## src/rtl/mem_port_arbiter_pkg.sv

```systemverilog
// Shared definitions for the pipeline memory blocks: word width, zero word and
// the arbiter state encoding.
package mem_port_arbiter_pkg;

    localparam int WORD_W = 32;
    localparam logic [WORD_W-1:0] ZERO_WORD = '0;

    typedef enum logic [1:0] {
        ST_IDLE    = 2'd0,
        ST_IF_BUSY = 2'd1,
        ST_DM_BUSY = 2'd2
    } arb_state_t;

endpackage

```

## src/rtl/mem_arb_starve_cnt.sv

```systemverilog
// Counts consecutive data grants made while fetch is waiting; any fetch grant
// clears the count. at_limit tells the arbiter to let fetch through next.
module mem_arb_starve_cnt #(
    parameter int unsigned LIMIT = 4
) (
    input  logic clk,
    input  logic rst,
    input  logic data_grant,
    input  logic fetch_grant,
    input  logic if_req,
    output logic at_limit
);

    localparam logic [3:0] LIMIT_CNT = 4'(LIMIT);

    logic [3:0] count;

    // Saturating guard keeps the count meaningful even if LIMIT is never reached.
    always_ff @(posedge clk or posedge rst) begin
        if (rst) begin
            count <= 4'd0;
        end else if (fetch_grant) begin
            count <= 4'd0;
        end else if (data_grant && if_req && count != 4'hF) begin
            count <= count + 4'd1;
        end
    end

    assign at_limit = (count == LIMIT_CNT);

endmodule

```

## src/rtl/mem_port_arbiter.sv

```systemverilog
// Single-port memory arbiter shared by instruction fetch and the MEM stage.
// Optional fetch anti-starvation guard: define MEM_ARB_STARVE_GUARD_EN.
module mem_port_arbiter
    import mem_port_arbiter_pkg::*;
#(
    parameter int unsigned STARVE_LIMIT = 4
) (
    input  logic              clk,
    input  logic              rst,
    input  logic              if_req,
    input  logic [WORD_W-1:0] if_addr,
    output logic [WORD_W-1:0] if_rdata,
    output logic              if_valid,
    input  logic              dm_req,
    input  logic              dm_we,
    input  logic [WORD_W-1:0] dm_addr,
    input  logic [WORD_W-1:0] dm_wdata,
    output logic [WORD_W-1:0] dm_rdata,
    output logic              dm_valid,
    output logic              mem_req,
    output logic              mem_we,
    output logic [WORD_W-1:0] mem_addr,
    output logic [WORD_W-1:0] mem_wdata,
    input  logic [WORD_W-1:0] mem_rdata,
    input  logic              mem_ready,
    output logic              stall_if,
    output logic              stall_mem,
    output logic              busy
);

    if (STARVE_LIMIT < 1 || STARVE_LIMIT > 15) begin : g_limit_range
        $error("mem_port_arbiter: STARVE_LIMIT must be within 1..15");
    end

    arb_state_t state;
    logic       grant_data;
    logic       grant_fetch;
    logic       fetch_first;

`ifdef MEM_ARB_STARVE_GUARD_EN
    logic at_limit;

    mem_arb_starve_cnt #(
        .LIMIT(STARVE_LIMIT)
    ) u_starve_cnt (
        .clk        (clk),
        .rst        (rst),
        .data_grant (grant_data),
        .fetch_grant(grant_fetch),
        .if_req     (if_req),
        .at_limit   (at_limit)
    );

    assign fetch_first = at_limit;
`else
    assign fetch_first = 1'b0;
`endif

    // Data wins a tie unless fetch has been starved for too long.
    always_comb begin
        grant_data  = 1'b0;
        grant_fetch = 1'b0;
        if (state == ST_IDLE) begin
            if (dm_req && !(if_req && fetch_first)) begin
                grant_data = 1'b1;
            end else if (if_req) begin
                grant_fetch = 1'b1;
            end
        end
    end

    always_ff @(posedge clk or posedge rst) begin
        if (rst) begin
            state     <= ST_IDLE;
            mem_req   <= 1'b0;
            mem_we    <= 1'b0;
            mem_addr  <= ZERO_WORD;
            mem_wdata <= ZERO_WORD;
            if_rdata  <= ZERO_WORD;
            dm_rdata  <= ZERO_WORD;
            if_valid  <= 1'b0;
            dm_valid  <= 1'b0;
        end else begin
            if_valid <= 1'b0;
            dm_valid <= 1'b0;
            case (state)
                ST_IDLE: begin
                    if (grant_data) begin
                        state     <= ST_DM_BUSY;
                        mem_req   <= 1'b1;
                        mem_we    <= dm_we;
                        mem_addr  <= dm_addr;
                        mem_wdata <= dm_wdata;
                    end else if (grant_fetch) begin
                        state     <= ST_IF_BUSY;
                        mem_req   <= 1'b1;
                        mem_we    <= 1'b0;
                        mem_addr  <= if_addr;
                        mem_wdata <= ZERO_WORD;
                    end
                end
                ST_IF_BUSY: begin
                    if (mem_ready) begin
                        state    <= ST_IDLE;
                        mem_req  <= 1'b0;
                        if_rdata <= mem_rdata;
                        if_valid <= 1'b1;
                    end
                end
                ST_DM_BUSY: begin
                    if (mem_ready) begin
                        state    <= ST_IDLE;
                        mem_req  <= 1'b0;
                        dm_valid <= 1'b1;
                        if (!mem_we) begin
                            dm_rdata <= mem_rdata;
                        end
                    end
                end
                default: begin
                    state   <= ST_IDLE;
                    mem_req <= 1'b0;
                end
            endcase
        end
    end

    // A requester may advance in the very cycle its access completes.
    assign stall_mem = dm_req && !(state == ST_DM_BUSY && mem_ready);
    assign stall_if  = (if_req && !(state == ST_IF_BUSY && mem_ready)) || stall_mem;
    assign busy      = (state != ST_IDLE);

endmodule

```

## config.mk

```make
export PLATFORM = sky130hd
export DESIGN_NAME = mem_port_arbiter
export DESIGN_NICKNAME = d
export VERILOG_FILES = /design/src/rtl/mem_port_arbiter_pkg.sv /design/src/rtl/mem_arb_starve_cnt.sv /design/src/rtl/mem_port_arbiter.sv
export SDC_FILE = /design/constraint.sdc
export NUM_CORES = 1
export LEC_CHECK = 0
export CAP_MARGIN = 20
export CORE_MARGIN = 4
export CORE_UTILIZATION = 37
export CTS_CLUSTER_DIAMETER = 50
export CTS_CLUSTER_SIZE = 40
export DETAILED_ROUTE_END_ITERATION = 10
export GPL_TIMING_DRIVEN = 0
export PLACE_DENSITY = 0.77
export SETUP_SLACK_MARGIN = 0.02
export SLEW_MARGIN = 25
export SYNTH_ARGS = -nofsm -noshare
export SYNTH_HDL_FRONTEND = slang
export SYNTH_SLANG_ARGS = --single-unit
```

## constraint.sdc

```tcl
create_clock -name clk -period 5 [get_ports clk]
set_input_delay 1.25 -clock clk [delete_from_list [all_inputs] [get_ports clk]]
set_output_delay 1.25 -clock clk [all_outputs]
set_load 0.01 [all_outputs]
```

==> reports/qor.csv <==
stage,metric,value,unit
run_status,outcome,completed,
die,die area,17000,µm²
setup_path,crit end category,output port,
synth,#FFs+latches synth,134,
routing,DRT iter0 DRCs,123,
synth,post-synthesis mux area share,0.281,
power_and_ir_drop,peak supply drop,0.265,mV
synth,combinational family with the most area after synthesis,multiplexers,
sta,Fmax,233,MHz
setup_path,R2R Path Start,state[0],
sta,Final Skew,0.00686,ns
setup_path,CP Cell Sequence,clkdlybuf4s50_1 > nand2_1 > buf_2 > a21o_1 > clkdlybuf4s50_1,
min_path,HP Start,dm_rdata[28],
clock_tree,H-Tree Depth,4,
clock_tree,CTS-repair resized insts,0,
power_and_ir_drop,Seq pwr share,0.323,
synth,Syn. warnings,0,
sta,final setup fails,0,
min_path,worst hold path class,flop to flop,
synth,Syn Area/Cell,16.0,µm²
power_and_ir_drop,overall power,5.98,mW
global_route,first-pass GRT wire length,23000,µm
routing,WL met3,1840,µm
placement,Post-DP HPWL,11700,µm
die,Horiz. Die Dim,130,µm
routing,WL met2,7340,µm
setup_path,CP max FO,10,
finish,Area growth syn-to-layout,64.6,%
synth,post-synth cell types,25,
routing,top layer reached by signal wires,met4,
synth,Syn Inst Count,346,
power_and_ir_drop,power share of the clock group,0.218,
finish,FF+latch area,3350,µm²
clock_tree,clk slew on worst S/H paths,0.06,ns
power_and_ir_drop,Comb pwr share,0.459,
sta,final hold vios,0,
power_and_ir_drop,Net Sw Frac,0.300,
sta,slew of the pin with the lowest slew margin,0.433,ns
routing,vias per inst,4.74,
synth,Post-Synth Adder-Cell Area,0.00905,
synth,post-synthesis simple-gate area fraction,0.0124,
setup_path,worst setup path start,mem_ready,
power_and_ir_drop,leakage,3.98,nW
job,max_cap viols,0,
finish,Final #Nets,772,
routing,total iterations of the first detailed-routing run,6,
power_and_ir_drop,Pwr Density,657,nW/µm²
setup_path,Crit-path slowest cell,clkdlybuf4s50_1,
clock_tree,post-CTS setup buffers,0,
sta,Max transition margin,0.711,
global_route,initial antenna violation count,0,
sta,unrepaired setup endpoints after global routing,false,
clock_tree,TritonCTS clock tree,built,
setup_path,CP bufs+invs,3,
placement,DP Worst Slack,0.647,ns
sta,post-layout min period,4.30,ns
global_route,grt ovf,0,
routing,detailed-route via count,3939,
die,num ports,269,
sta,Hold WS,0.499,ns
finish,fillers,1078,
clock_tree,Worst-Skew Late Latency,0.41,ns
finish,share of layout cells above drive strength 1,0.270,
synth,XOR/XNOR Fraction of Synth Area,0,
clock_tree,Hold Buf Count CTS,0,
synth,syn nets,484,
global_route,largest net degree at the start of global routing,80,
global_route,number of global-route vias before repair,4359,
routing,average wire per standard cell,18.0,µm
setup_path,cell family with most CP delay,buffers and inverters,
finish,Multi-input gate area,2010,µm²
die,core area,14600,µm²
placement,number of port buffers,268,
sta,Final WS setup,0.702,ns
die,Die Ht,130,µm
setup_path,Arrival @ worst endpoint,3.05,ns
routing,final wirelength,14900,µm
finish,# diodes,0,
placement,Placer Congestion,0.781,
die,Row Count,44,
clock_tree,Root Driver,clkbuf_16,
synth,Mapped Area,5530,µm²
synth,complex-gate fraction of the synthesized area,0.0606,
clock_tree,clock buffer depth,2,
setup_path,CP max stage delay,0.55,ns
sta,Tcrit/Tclk final,0.860,
finish,"commonest non-fill, non-tap cell in the layout",clkdlybuf4s50_1,
clock_tree,CTS Sinks,134,
setup_path,CP Class,input port to output port,
clock_tree,CTS buffer count,17,
routing,Final ANT Viol Nets,0,
setup_path,Critical Path RT,3.75,ns
routing,DRC viols,0,
synth,sequential area share after synthesis,0.606,
finish,most frequent cells in the layout,"268 x clkdlybuf4s50_1, 134 x dfrtp_1, 91 x mux2_2",
global_route,all-layer global routing usage,0.177,
sta,max-slew violation count,0,
power_and_ir_drop,Psw,1.79,mW
setup_path,critical path launch point type,input port,
die,Initial Utilization,0.379,
routing,met1 WL,5560,µm
setup_path,cell mode on critical path,clkdlybuf4s50_1,
power_and_ir_drop,Internal,4.18,mW
## flip-flops by register name, summed over array words and instances (netlist names)
name / count
if_rdata: 32
mem_req: 1
mem_addr: 32
mem_we: 1
mem_wdata: 32
dm_rdata: 32
if_valid: 1
state: 2
dm_valid: 1
## layer usage
metal | GRT usage | vias to the layer above
met5 | 0 | -
li1 | - | 1831
met4 | 0.0556 | 0
met2 | 0.302 | 193
met1 | 0.195 | 1902
met3 | 0.0880 | 13
## stage by stage
| stage | TNS, ns | std cells | util | instance area [µm²] |
|---|---|---|---|---|
| after global placement | -195.84 | 798 | 0.579 | 8440 |
| after floorplan | 0 | 346 | - | 5530 |
| after detailed placement | 0 | 799 | 0.581 | 8480 |
| final | 0 | 831 | 0.624 | 9100 |
| after global routing | 0 | 831 | 0.624 | 9100 |
| after CTS | 0 | 831 | 0.624 | 9100 |
## layout make-up
| class | count | share of cell area |
|---|---|---|
| sequential | 134 | 0.368 |
| timing repair buffer | 269 | 0.298 |
| multi-input combinational | 185 | 0.221 |
| clock buffer | 21 | 0.0528 |
| tap | 184 | 0.0253 |
| clock inverter | 11 | 0.0159 |
| buffer | 21 | 0.0159 |
| inverter | 6 | 0.00330 |
## cell usage after synthesis
master     count  area share
mux2_1         7       0.014
nand2_2        1      0.0011
o21ai_1        1     0.00090
or2_1          1      0.0011
a22o_1        33       0.052
mux2_2        91        0.19
inv_1          6      0.0041
nand2b_1       1      0.0011
buf_6          6       0.012
buf_4          2      0.0027
a21o_1         1      0.0014
ha_1           4      0.0091
nor2b_1        2      0.0023
o21ai_0        1     0.00090
dfrtp_1      134        0.61
and2_1         3      0.0034
o311ai_0       1      0.0016
buf_2         11       0.010
mux2_4        30       0.081
nor2_1         2      0.0014
clkbuf_1       2      0.0014
a2bb2oi_1      1      0.0016
nand2_1        3      0.0020
o22ai_1        1      0.0011
a21oi_1        1     0.00090
## cells by family (layout without fill, tap and decap cells)
kind of cell,after synthesis,in the layout
buffers and inverters,27,328
AND/OR/NAND/NOR,13,13
multiplexers,128,128
AO/OA/AOI/OAI,40,40
flip-flops,134,134
adder cells (fa/ha/maj),4,4
## power groups by stage
stage	Clock, mW	Sequential (mW)	Combinational [mW]
after detailed placement	0	1.95	2.78
after global placement	0	1.91	2.73
after CTS	1.33	1.94	2.80
after floorplan	0	2.17	1.04
final	1.30	1.93	2.74
after global routing	1.39	2.00	2.95
## path summary, 6_finish.rpt
kind,slack [ns],cells after the start,end
setup / recovery,0.70,5,stall_if
hold / removal,0.50,1,dm_rdata[28]
setup reg to reg,2.91,7,mem_addr[0]
hold reg to reg,0.50,1,dm_rdata[28]
max in group asynchronous,3.03,3,mem_wdata[2]
min in group asynchronous,1.25,2,dm_rdata[1]
No activity file was read; power rests on OpenSTA's default activity.
==> edit: new RTL, config.mk and constraints unchanged <==
The package constant `WORD_W` goes from 32 to 64.
--- a/src/rtl/mem_port_arbiter_pkg.sv
+++ b/src/rtl/mem_port_arbiter_pkg.sv
@@ -2,7 +2,7 @@
 // the arbiter state encoding.
 package mem_port_arbiter_pkg;
 
-    localparam int WORD_W = 32;
+    localparam int WORD_W = 64;
     localparam logic [WORD_W-1:0] ZERO_WORD = '0;
 
     typedef enum logic [1:0] {
Ports: changed (8 resized); port bits go from 269 to 525. No check against the original RTL was run, so the function may have changed too.
==> edit against the original RTL <==
Cell area up 92%. Sequential cell count increased by 128. Worst hold slack gained 0.0037 ns. Routed wire length rose by 140%. Power rose by 93%. Largest cell class unchanged. Sequential share of layout area rose by 0.73 points. Highest routed layer is now met5. Via count up 98%. Synthesized area up 88%. Die area rose by 82%. Setup slack worse by 0.31 ns.
==> edit: results (changes against the original RTL) <==
Min path
  • HP Start: mem_wdata[55] (was dm_rdata[28])
  • Hold Path Stages: 1 (unchanged)
  • WHS Endpoint: mem_wdata[55] (was dm_rdata[28])

Clocking
  • CTS Buffer Depth: 3 (was 2)
  • H-tree lvl count: 1 (was 4)
  • Post-CTS Setup Inserts: 0 (unchanged)
  • Worst-Skew Late Latency: 0.55 ns (was 0.41 ns)
  • Post_cts resized: 0 (unchanged)
  • CTS Buf Count: 29 (was 17)
  • CTS clock-pin slew for the worst setup and hold paths: 0.06 ns (about the same)

Finish
  • Final #Nets: 1484 (was 772)
  • Layout cells sized above 1: 23.2% (was 27.0%)

Outcome
  • Result of the run: finished, final reports clean (unchanged)

Route
  • First-pass DRT Iterations: 4 (was 6)
  • WL met1: 12600 µm (was 5560 µm)
  • Initial drt markers: 316 (was 123)
  • WL met2: 18700 µm (was 7340 µm)
  • WL/cell: 22.3 µm (was 18.0 µm)
  • Top Layer Used: met5 (was met4)
  • DR vias/cell: 4.82 (was 4.74)
  • Via count: 7815 (was 3939)
  • Metal3 WL: 3690 µm (was 1840 µm)

Yosys
  • Cells after synthesis: 653 (was 346)
  • Synth top area cells: dfrtp_1 (63%), mux2_2 (21%), mux2_1 (6.5%) (was dfrtp_1 (61%), mux2_2 (19%), mux2_4 (8.1%))
  • Syn_nets: 919 (was 484)
  • Seq/Total Area, Yosys: 62.9% (was 60.6%)
  • Post-synth ARST share: 100% (unchanged)
  • Synth cell count leaders: dfrtp_1 (262), mux2_2 (196), a22o_1 (65) (was dfrtp_1 (134), mux2_2 (91), a22o_1 (33))

STA
  • Slew @ Worst Pin: 0.688 ns (was 0.433 ns)
  • Hold WS: 0.502 ns (was 0.499 ns)
  • Fin worst setup slack: 0.390 ns (was 0.702 ns)
  • Clk_skew: 0.0164 ns (was 0.00686 ns)

Global routing
  • Pin count of the biggest net entering global routing: 32 (was 80)
  • Vias in the first global route: 8623 (was 4359)
  • First-pass GRT wire length: 53700 µm (was 23000 µm)
  • Gr usage total: 22.7% (was 17.7%)
  • Initial antenna violation count: 5 (was 0)

Worst setup path
  • Reg2reg path depth: 7 (unchanged)
  • Worst reg2reg setup slack: 2.83 ns (was 2.91 ns)
  • Worst r2r src: state[0] (unchanged)
  • WP data arrival: 3.36 ns (was 3.05 ns)
  • Critical Path Source: mem_ready (unchanged)
  • Capturing point of the worst reg2reg path: mem_addr[32] (was mem_addr[0])

Placement
  • Port bufs: 524 (was 268)
  • Post-DP HPWL: 29000 µm (was 11700 µm)
  • Placed Instances: 1565 (was 799)
  • GP Congestion: 0.801 (was 0.781)
  • Area after DPL: 16400 µm² (was 8480 µm²)
  • Placement Setup Slack: 0.336 ns (was 0.647 ns)

Power
  • Worst vdd ir: 0.385 mV (was 0.265 mV)
  • Pleak: 7.37 nW (was 3.98 nW)
==> edit: cell count changes in the layout (fill, tap and decap cells not counted), sizes merged, moves of 5 or more <==
| cell | delta |
|---|---|
| a22o | +32 |
| diode | +5 |
| dfrtp | +128 |
| inv | +6 |
| buf | +25 |
| clkdlybuf4s50 | +256 |
| mux2 | +128 |
| clkbuf | +15 |
==> edit: worst max path at each step <==
| stage | endpoint | cells after the start |
|---|---|---|
| 2_1_floorplan | dm_rdata[0] | 1 |
| 3_3_place_gp | if_rdata[29] | 2 |
| 3_5_place_dp | stall_if | 6 |
| 4_1_cts | stall_if | 6 |
| 5_1_grt | stall_if | 6 |
| 6_report | stall_if | 6 |
==> edit: layout make-up <==
| class | count | area, µm² |
|---|---|---|
| fillers | 2160 | 10300 |
| flip-flops and latches | 262 | 6560 |
| repair buffers | 534 | 5480 |
| multi-input cells | 345 | 3620 |
| clock buffers | 33 | 781 |
| well taps | 378 | 473 |
| clock inverters | 19 | 290 |
| plain buffers | 40 | 220 |
| inverters | 6 | 26.3 |
| diodes | 5 | 12.5 |
==> edit: report_power, final <==
part	internal [mW]	switching (mW)
sequential	3.21	0.558
combinational	3.22	2.23
clock	1.33	0.983
total	7.76	3.77
==> edit: critical path: cells and delay by family <==
family	cells	cell delay, ns
AND/OR/NAND/NOR	1	0.24
buffers and inverters	4	1.70
AO/OA/AOI/OAI	1	0.17
==> edit: logic make-up after synthesis <==
logic type	share of synthesized area (%)
buffers and inverters	2.33
DFF	62.9
muxes	27.7
adders and majority gates	0.480
and+or+nand+nor	0.661
AOI/OAI and AO/OA	5.91
==> edit: metal layers <==
metal	track usage (%)	vias up
li1	-	3517
met1	24.1	3896
met2	40.2	335
met3	9.47	63
met4	8.58	4
met5	0	-
